===== src/rtl/iter_divider.sv =====
// iter_divider: iterative radix-2 restoring divider for RV32M-style
// div/divu/rem/remu. One quotient bit per CALC cycle. Divide-by-zero and
// signed overflow can optionally bypass the iteration.
module iter_divider #(
  parameter int WIDTH     = 32,
  parameter bit FAST_ZERO = 1'b1
) (
  input  logic             clk,
  input  logic             rst,
  input  logic             start,
  input  logic             abort,
  input  logic [2:0]       op,
  input  logic [WIDTH-1:0] dividend,
  input  logic [WIDTH-1:0] divisor,
  output logic             busy,
  output logic             done,
  output logic [WIDTH-1:0] quotient,
  output logic [WIDTH-1:0] remainder,
  output logic [WIDTH-1:0] result
);

  localparam int CW = $clog2(WIDTH);

  typedef enum logic [1:0] {IDLE, CALC, DONE} state_t;

  state_t           state;
  logic [CW-1:0]    cnt;
  logic             sel_rem;
  logic             neg_quo;
  logic             neg_rem;
  logic [WIDTH-1:0] quo_acc;
  logic [WIDTH-1:0] rem_acc;
  logic [WIDTH-1:0] dvs_mag;

  // Two's-complement negate when neg is set; also yields absolute values.
  function automatic logic [WIDTH-1:0] cond_neg(input logic [WIDTH-1:0] v,
                                                input logic             neg);
    return neg ? (~v + WIDTH'(1)) : v;
  endfunction

  // op[2] only separates divides from multiplies upstream; every op reaching
  // this block is a divide.
  logic op_unused;
  assign op_unused = op[2];

  // Operand decode, used only on the accepting start edge.
  logic             is_signed;
  logic             sign_a;
  logic             sign_b;
  logic             div_zero;
  logic             sgn_ovf;
  logic             fast_case;
  logic [WIDTH-1:0] mag_a;
  logic [WIDTH-1:0] mag_b;
  logic [WIDTH-1:0] fast_quo;
  logic [WIDTH-1:0] fast_rem;

  assign is_signed = ~op[0];
  assign sign_a    = is_signed & dividend[WIDTH-1];
  assign sign_b    = is_signed & divisor[WIDTH-1];
  assign mag_a     = cond_neg(dividend, sign_a);
  assign mag_b     = cond_neg(divisor, sign_b);
  assign div_zero  = (divisor == '0);
  assign sgn_ovf   = is_signed && (dividend == {1'b1, {(WIDTH-1){1'b0}}})
                     && (divisor == '1);
  assign fast_case = FAST_ZERO && (div_zero || sgn_ovf);
  assign fast_quo  = div_zero ? '1 : dividend;
  assign fast_rem  = div_zero ? dividend : '0;

  // One restoring step on a WIDTH+1-bit partial remainder; dividend MSB first.
  logic [WIDTH:0]   shifted;
  logic [WIDTH:0]   diff;
  logic [WIDTH-1:0] quo_next;
  logic [WIDTH-1:0] rem_next;
  logic [WIDTH-1:0] quo_fix;
  logic [WIDTH-1:0] rem_fix;

  assign shifted  = {rem_acc, quo_acc[WIDTH-1]};
  assign diff     = shifted - {1'b0, dvs_mag};
  assign quo_next = {quo_acc[WIDTH-2:0], ~diff[WIDTH]};
  assign rem_next = diff[WIDTH] ? shifted[WIDTH-1:0] : diff[WIDTH-1:0];
  assign quo_fix  = cond_neg(quo_next, neg_quo);
  assign rem_fix  = cond_neg(rem_next, neg_rem);

  // Control FSM with registered status and result outputs.
  always_ff @(posedge clk) begin
    if (!rst) begin
      state     <= IDLE;
      busy      <= 1'b0;
      done      <= 1'b0;
      quotient  <= '0;
      remainder <= '0;
      result    <= '0;
      cnt       <= '0;
    end else begin
      done <= 1'b0;
      case (state)
        IDLE: begin
          if (start) begin
            sel_rem <= op[1];
            // A zero divisor keeps the all-ones quotient regardless of sign.
            neg_quo <= (sign_a ^ sign_b) & ~div_zero;
            neg_rem <= sign_a;
            quo_acc <= mag_a;
            dvs_mag <= mag_b;
            rem_acc <= '0;
            cnt     <= CW'(WIDTH-1);
            if (fast_case) begin
              quotient  <= fast_quo;
              remainder <= fast_rem;
              result    <= op[1] ? fast_rem : fast_quo;
              done      <= 1'b1;
              state     <= DONE;
            end else begin
              busy  <= 1'b1;
              state <= CALC;
            end
          end
        end
        CALC: begin
          if (abort) begin
            busy  <= 1'b0;
            state <= IDLE;
          end else begin
            quo_acc <= quo_next;
            rem_acc <= rem_next;
            if (cnt == '0) begin
              quotient  <= quo_fix;
              remainder <= rem_fix;
              result    <= sel_rem ? rem_fix : quo_fix;
              busy      <= 1'b0;
              done      <= 1'b1;
              state     <= DONE;
            end else begin
              cnt <= cnt - CW'(1);
            end
          end
        end
        DONE: begin
          state <= IDLE;
        end
        default: begin
          busy  <= 1'b0;
          state <= IDLE;
        end
      endcase
    end
  end

endmodule


===== config.mk =====
export PLATFORM = sky130hd
export DESIGN_NAME = iter_divider
export DESIGN_NICKNAME = d
export VERILOG_FILES = /design/src/rtl/iter_divider.sv
export SDC_FILE = /design/constraint.sdc
export NUM_CORES = 1
export LEC_CHECK = 0
export ABC_AREA = 1
export BUFFER_PORTS_ARGS = -buffer_cell sky130_fd_sc_hd__clkbuf_2
export CORE_MARGIN = 2
export CORE_UTILIZATION = 40
export CTS_CLUSTER_SIZE = 25
export DETAILED_ROUTE_END_ITERATION = 8
export HOLD_SLACK_MARGIN = 0.08
export PLACE_DENSITY = 0.55
export SLEW_MARGIN = 30
export SYNTH_ARGS = -nofsm -noshare
export SYNTH_HDL_FRONTEND = slang
export SYNTH_SLANG_ARGS = --single-unit

===== constraint.sdc =====
create_clock -name clk -period 6.2 [get_ports clk]
set_input_delay 0.62 -clock clk [delete_from_list [all_inputs] [get_ports clk]]
set_output_delay 0.62 -clock clk [all_outputs]
set_load 0.02 [all_outputs]

==> run_results.csv, run 1 <==
group,metric,value,unit
sta,hold_violations,0,
worst_setup_path,ff2ff_path_depth,31,
layout,diodes,0,
route,vias,15700,
floorplan,die_h,199,µm
yosys,synth-seq-cells,204,
sta,rsz0062_at_grt,"false",
worst_setup_path,ff2ff_setup_slack,1.26,ns
worst_setup_path,arrival,5.35,ns
placement,dp_hpwl,44500,µm
clocking,h-tree-depth,1,
layout,layout_commonest_cell,"nand2_1",
yosys,ys.flop_type,"dfxtp_1",
layout,drive_above_1_share,13.2,%
yosys,syn_inst,2288,
sta,setup_tns,0,ns
worst_setup_path,r2r_end,"result[30]",
worst_hold_path,min-delay-start,"divisor[0]",
clocking,cts-root-buf,"clkbuf_16",
route,drc_errors,0,
floorplan,start_util,40.5,%
yosys,synth-edff-count,99,
grt,first_global_vias,14200,
worst_setup_path,crit_path_max_fanout,10,
status,status,"finished clean",
placement,dp_slack,1.36,ns
sta,setup_ws,1.26,ns
clocking,ctsHoldBuffers,0,
layout,nets,2517,
worst_setup_path,crit_family,"simple AND/OR/NAND/NOR gates",
floorplan,coreArea,37600,µm²
route,vias_per_cell,5.34,
clocking,clkLatencyLatePin,0.53,ns
grt,antenna_found_initial,1,
worst_hold_path,min_to,"dvs_mag[0]",
grt,grt_usage,28.6,%
floorplan,die-area,39700,µm²
yosys,synth_seq_area_share,33.3,%
route,finalWirelength,57300,µm
clocking,ctsResizeCount,0,
run,drv_cap,0,
clocking,cts_tree,"built",
clocking,cts_setup_buffers,0,
floorplan,dieWidth,199,µm
sta,slew-limit-headroom,40.8,%
yosys,syn_avg_cell_area,6.66,µm²
yosys,syn_nets,2398,
sta,setup_viol,0,
clocking,cts_buffer_depth,3,
pwr,p_leak,7.95,nW
placement,gp_congestion,0.946,
worst_setup_path,max_stage_delay,0.49,ns
grt,grt_pass1_wl,85400,µm
grt,grt_max_degree,95,
yosys,synthArstFlopShare,0,%
yosys,syn_area,15200,µm²
clocking,cts-buffers-inserted,24,
worst_setup_path,worstPathRequired,6.61,ns
layout,fill_cells,3928,
layout,areaGrowthSynthToFinish,13.3,%
worst_setup_path,slowest_stage,"edfxtp_1",
worst_hold_path,hold_depth,1,
grt,grt_remaining_overflow,0,
floorplan,pin_count,169,
layout,fin_cells,2936,
worst_setup_path,cp-end-kind,"flip-flop",
pwr,vdd_drop_max,0.181,mV
route,first_pass_iters,7,
placement,dp.cells,2892,
clocking,clock_sinks,204,
route,routedWlPerCell,19.5,µm
worst_setup_path,setup.worst_path.class,"flip-flop to flip-flop",
layout,final_cell_mix,"nand2_1 (603), inv_1 (281), nor2_1 (218)",
worst_setup_path,path_buf_inv,3,
worst_hold_path,worstHoldPathType,"input pin to flip-flop",
route,initialDrtViolationCount,1622,
worst_setup_path,r2r-start,"dvs_mag[0]",
worst_setup_path,crit_top_cell,"nand2_1",
sta,worst_pin_slew,0.888,ns
sta,period_needed,4.94,ns
sta,holdWs,0.353,ns
sta,maxSlewViolCount,0,
floorplan,fp-row-count,71,
sta,skew,0.0267,ns
worst_setup_path,critPathLaunchType,"flip-flop",
route,drtAntennaViolNets,0,
placement,numPortBuffers,167,
sta,fmax,203,MHz
yosys,ys_types,49,
clocking,path_clk_slew,0.06,ns
pwr,p_per_area,395,nW/µm²
yosys,yosysWarningCount,0,
sta,period_share,79.6,%
-- synthesized netlist by cell type, types with 34 or more instances --
library cell,instances,area (µm²)
nand2_1,604,2270
inv_1,282,1060
nor2_1,221,830
o21ai_0,186,931
a21oi_1,163,816
nand3_1,123,616
dfxtp_1,105,2100
edfxtp_1,99,2970
clkbuf_1,68,255
xor2_1,61,534
xnor2_1,47,412
a31oi_1,40,250
ha_1,38,475
nor3_1,34,170
-- layer usage --
metal  up-vias  global-route usage [%]  wire length [µm]
met4         0                    5.83              1200
met1      7253                    43.9             27600
met2       662                    41.7             23600
li1       7702                       -                 -
met3        69                    4.46              4860
met5         -                       0                 0
-- worst reg2reg max path: cells and delay by family (launching register included) --
kind,cells,cell delay (ns)
buffers and inverters,3,0.25
AOI/OAI and AO/OA,5,0.80
adders and majority gates,3,0.89
and+or+nand+nor,20,2.40
DFF,1,0.49
-- worst max path at each step --
| stage | from | to | slack [ns] | cells past startpoint |
|---|---|---|---|---|
| detailed placement | dvs_mag[0] | result[30] | 1.36 | 31 |
| global placement | dvs_mag[0] | result[30] | 1.41 | 31 |
| CTS | dvs_mag[0] | result[30] | 1.34 | 31 |
| global route | dvs_mag[0] | result[26] | 0.76 | 30 |
| finish | dvs_mag[0] | result[30] | 1.26 | 31 |
| floorplan | rst | quo_acc[0] | 1.82 | 4 |
-- cell type report --
| cell class | instances | area (µm²) | area share, % |
|---|---|---|---|
| clock buffers | 36 | 717 | 4.15 |
| well taps | 511 | 639 | 3.70 |
| inverters | 285 | 1070 | 6.21 |
| flip-flops and latches | 204 | 5070 | 29.4 |
| clock inverters | 8 | 40.0 | 0.232 |
| multi-input cells | 1707 | 8690 | 50.4 |
| repair buffers | 185 | 1020 | 5.93 |
-- sequential cells by signal (all words and copies together) (netlist names) --
name	cells
neg_rem	1
done	1
sel_rem	1
result	32
cnt	5
busy	1
quotient	32
dvs_mag	32
rem_acc	32
remainder	32
state	2
quo_acc	32
neg_quo	1
-- cell families after synthesis --
group                    after synthesis  share of synthesized area (%)
flip-flops                           204                           33.3
XOR/XNOR                             108                           6.21
buffers and inverters                377                           9.81
AND/OR/NAND/NOR                     1110                           31.3
adder cells (fa/ha/maj)               44                           3.58
AO/OA/AOI/OAI                        445                           15.8
-- power by group --
part | leakage [nW] | switching [mW] | internal (mW)
combinational | 5.77 | 2.43 | 0.988
sequential | 1.80 | 0.251 | 1.78
clock | 0.382 | 0.569 | 0.796
total | 7.95 | 3.25 | 3.57
-- per-stage QoR --
stage	power [mW]	area, µm²	utilization [%]
2_1_floorplan	4.33	15200	-
3_3_place_gp	5.40	16400	43.8
3_5_place_dp	5.43	16500	43.9
4_1_cts	6.81	17300	45.9
5_1_grt	7.27	17300	45.9
6_report	6.82	17300	45.9
(Power assumes the default switching activity.)
==> inputs of run 2 (changes only) <==
==> constraint.sdc (replaced) <==
create_clock -name clk -period 5 [get_ports clk]
set_input_delay 0.5 -clock clk [delete_from_list [all_inputs] [get_ports clk]]
set_output_delay 0.5 -clock clk [all_outputs]
set_load 0.02 [all_outputs]
==> run 2 against run 1 <==
- die area did not move
- sequential cell count unchanged
- via count is 0.41% higher
- final cell count up 0.37%
- global-route usage is 0.52 points higher
- clock skew down 0.0034 ns
- power rose by 31%
- clock power is 55% higher
- non-clock buffer count is 7 higher
- fmax increased by 6.2%
- count of clock-buffer cells in the layout is the same
- largest cell class unchanged
- highest routed layer unchanged
==> run_results.csv, run 2 (same netlist as run 1, synthesis figures left out) <==
group,metric,value,unit
status,status,"finished clean",
worst_setup_path,cp-end-kind,"flip-flop",
run,drv_cap,0,
pwr,switchingPower,4.14,mW
floorplan,pin_count,169,
pwr,p_per_area,509,nW/µm²
sta,period_share,92.9,%
clocking,h-tree-depth,1,
worst_setup_path,r2r_end,"remainder[18]",
worst_setup_path,ff2ff_setup_slack,0.35,ns
clocking,path_clk_slew,0.06,ns
grt,grt_pass1_wl,86900,µm
floorplan,coreArea,37600,µm²
floorplan,start_util,40.5,%
clocking,cts-buffers-inserted,26,
route,vias_per_cell,5.34,
sta,setup_viol,0,
sta,maxSlewViolCount,0,
worst_setup_path,crit_path_max_fanout,49,
sta,fmax,215,MHz
pwr,power_frac_seq,28.3,%
clocking,cts-root-buf,"clkbuf_16",
route,first_pass_iters,5,
clocking,cts_buffer_depth,3,
route,initialDrtViolationCount,1676,
worst_setup_path,r2r-start,"quo_acc[31]",
clocking,clock_sinks,204,
pwr,vdd_drop_max,0.233,mV
sta,holdWs,0.308,ns
layout,diodes,0,
grt,grt_usage,29.1,%
route,routedWlPerCell,19.6,µm
route,drtAntennaViolNets,0,
worst_hold_path,hold_depth,2,
worst_hold_path,min-delay-start,"divisor[28]",
worst_hold_path,worstHoldPathType,"input pin to flip-flop",
sta,period_needed,4.65,ns
layout,fin_cells,2947,
floorplan,fp-row-count,71,
placement,dp_hpwl,44500,µm
sta,setup_tns,0,ns
layout,drive_above_1_share,13.8,%
route,finalWirelength,57700,µm
layout,final_util,46.7,%
route,vias,15800,
pwr,p_comb_share,48.0,%
clocking,clkLatencyLatePin,0.55,ns
floorplan,die-area,39700,µm²
pwr,p_int,4.79,mW
grt,antenna_found_initial,0,
pwr,switching_share,46.4,%
pwr,p_leak,8.08,nW
grt,first_global_vias,14500,
sta,slew-limit-headroom,36.2,%
placement,numPortBuffers,167,
sta,worst_pin_slew,0.958,ns
route,drc_errors,0,
worst_setup_path,worstPathRequired,5.42,ns
layout,areaGrowthSynthToFinish,15.1,%
placement,gp_congestion,0.957,
floorplan,dieWidth,199,µm
sta,rsz0062_at_grt,"false",
worst_setup_path,setup.worst_path.class,"flip-flop to flip-flop",
sta,skew,0.0233,ns
floorplan,die_h,199,µm
placement,dp.cells,2898,
worst_hold_path,min_to,"dvs_mag[28]",
clocking,cts_tree,"built",
layout,nets,2526,
layout,layout_commonest_cell,"nand2_1",
worst_setup_path,arrival,5.06,ns
sta,hold_violations,0,
grt,grt_max_degree,88,
pwr,clkPwrFrac,23.7,%
grt,grt_remaining_overflow,0,
worst_setup_path,ff2ff_path_depth,27,
layout,final_cell_mix,"nand2_1 (603), inv_1 (281), nor2_1 (218)",
worst_setup_path,critPathLaunchType,"flip-flop",
-- run 2: cell count changes in the layout (fill, tap and decap cells not counted), moves of 2 or more --
cell	change
clkbuf_8	+3
clkinvlp_4	+2
clkbuf_1	-4
buf_6	-2
buf_4	+9
clkinv_2	-7
clkinv_4	+2
bufinv_16	+5
-- run 2: worst max path at each step --
stage                      from       endpoint  slack [ns]  cells after the start
CTS                 quo_acc[31]     result[30]        0.32                     32
global route        quo_acc[31]     result[24]        0.03                     31
floorplan                   rst     quo_acc[0]        0.74                      4
detailed placement  quo_acc[31]     result[30]        0.34                     32
finish              quo_acc[31]  remainder[18]        0.35                     27
global placement    quo_acc[31]     result[30]        0.35                     32
-- run 2: power groups by stage --
stage / sequential, mW / combinational [mW] / clock (mW)
floorplan: 2.67 / 2.69 / 0
global placement: 2.55 / 4.19 / 0
detailed placement: 2.55 / 4.21 / 0
CTS: 2.52 / 4.23 / 2.14
global route: 2.56 / 4.74 / 2.21
finish: 2.53 / 4.28 / 2.11
-- run 2: repair_timing --
| action | CTS | global route |
|---|---|---|
| resized for setup | 0 | 2 |
| hold buffers | 0 | 0 |
| setup buffers | 0 | 1 |
| endpoints found under the setup margin | 0 | 4 |
-- run 2: routing by layer --
metal / share of wire (%) / up-vias / global-route usage (%)
met3: 10 / 61 / 7.90
met4: 2.0 / 0 / 6.74
met5: 0 / - / 0
li1: - / 7740 / -
met2: 41 / 669 / 41.8
met1: 47 / 7281 / 42.8
-- run 2: layout make-up --
cell class	instances	area, µm²
Clock buffer	36	768
Clock inverter	12	213
Fill cell	3943	20000
Inverter	285	1070
Sequential cell	204	5070
Multi-Input combinational cell	1707	8700
Tap cell	511	639
Timing Repair Buffer	192	1070
-- run 2: critical path: stages, from the launching register on --
cell and delay [ns]:
edfxtp_1 0.34, inv_1 0.04, ha_1 0.23, fa_1 0.44, inv_1 0.13, nand2_1 0.06, nand2_1 0.07, nand3_1 0.08
nand2_2 0.11, nand2_1 0.07, nand2_2 0.10, nand2_2 0.09, nand2_2 0.12, nand2_4 0.11, nand2_4 0.11, buf_4 0.50
o21ai_2 0.20, inv_1 0.11, ha_1 0.17, nand2_1 0.07, nor2_1 0.18, nand2_1 0.14, o21ai_2 0.26, nand2_1 0.09
nand2_1 0.07, nand2_1 0.08, o21ai_0 0.43, a21oi_1 0.11
-- run 2: stage by stage --
step	area, µm²	setup slack [ns]	power (mW)
6_report	17500	0.353	8.93
5_1_grt	17500	0.0346	9.52
4_1_cts	17500	0.321	8.90
3_5_place_dp	16500	0.339	6.77
3_3_place_gp	16500	0.347	6.73
2_1_floorplan	15200	0.737	5.37
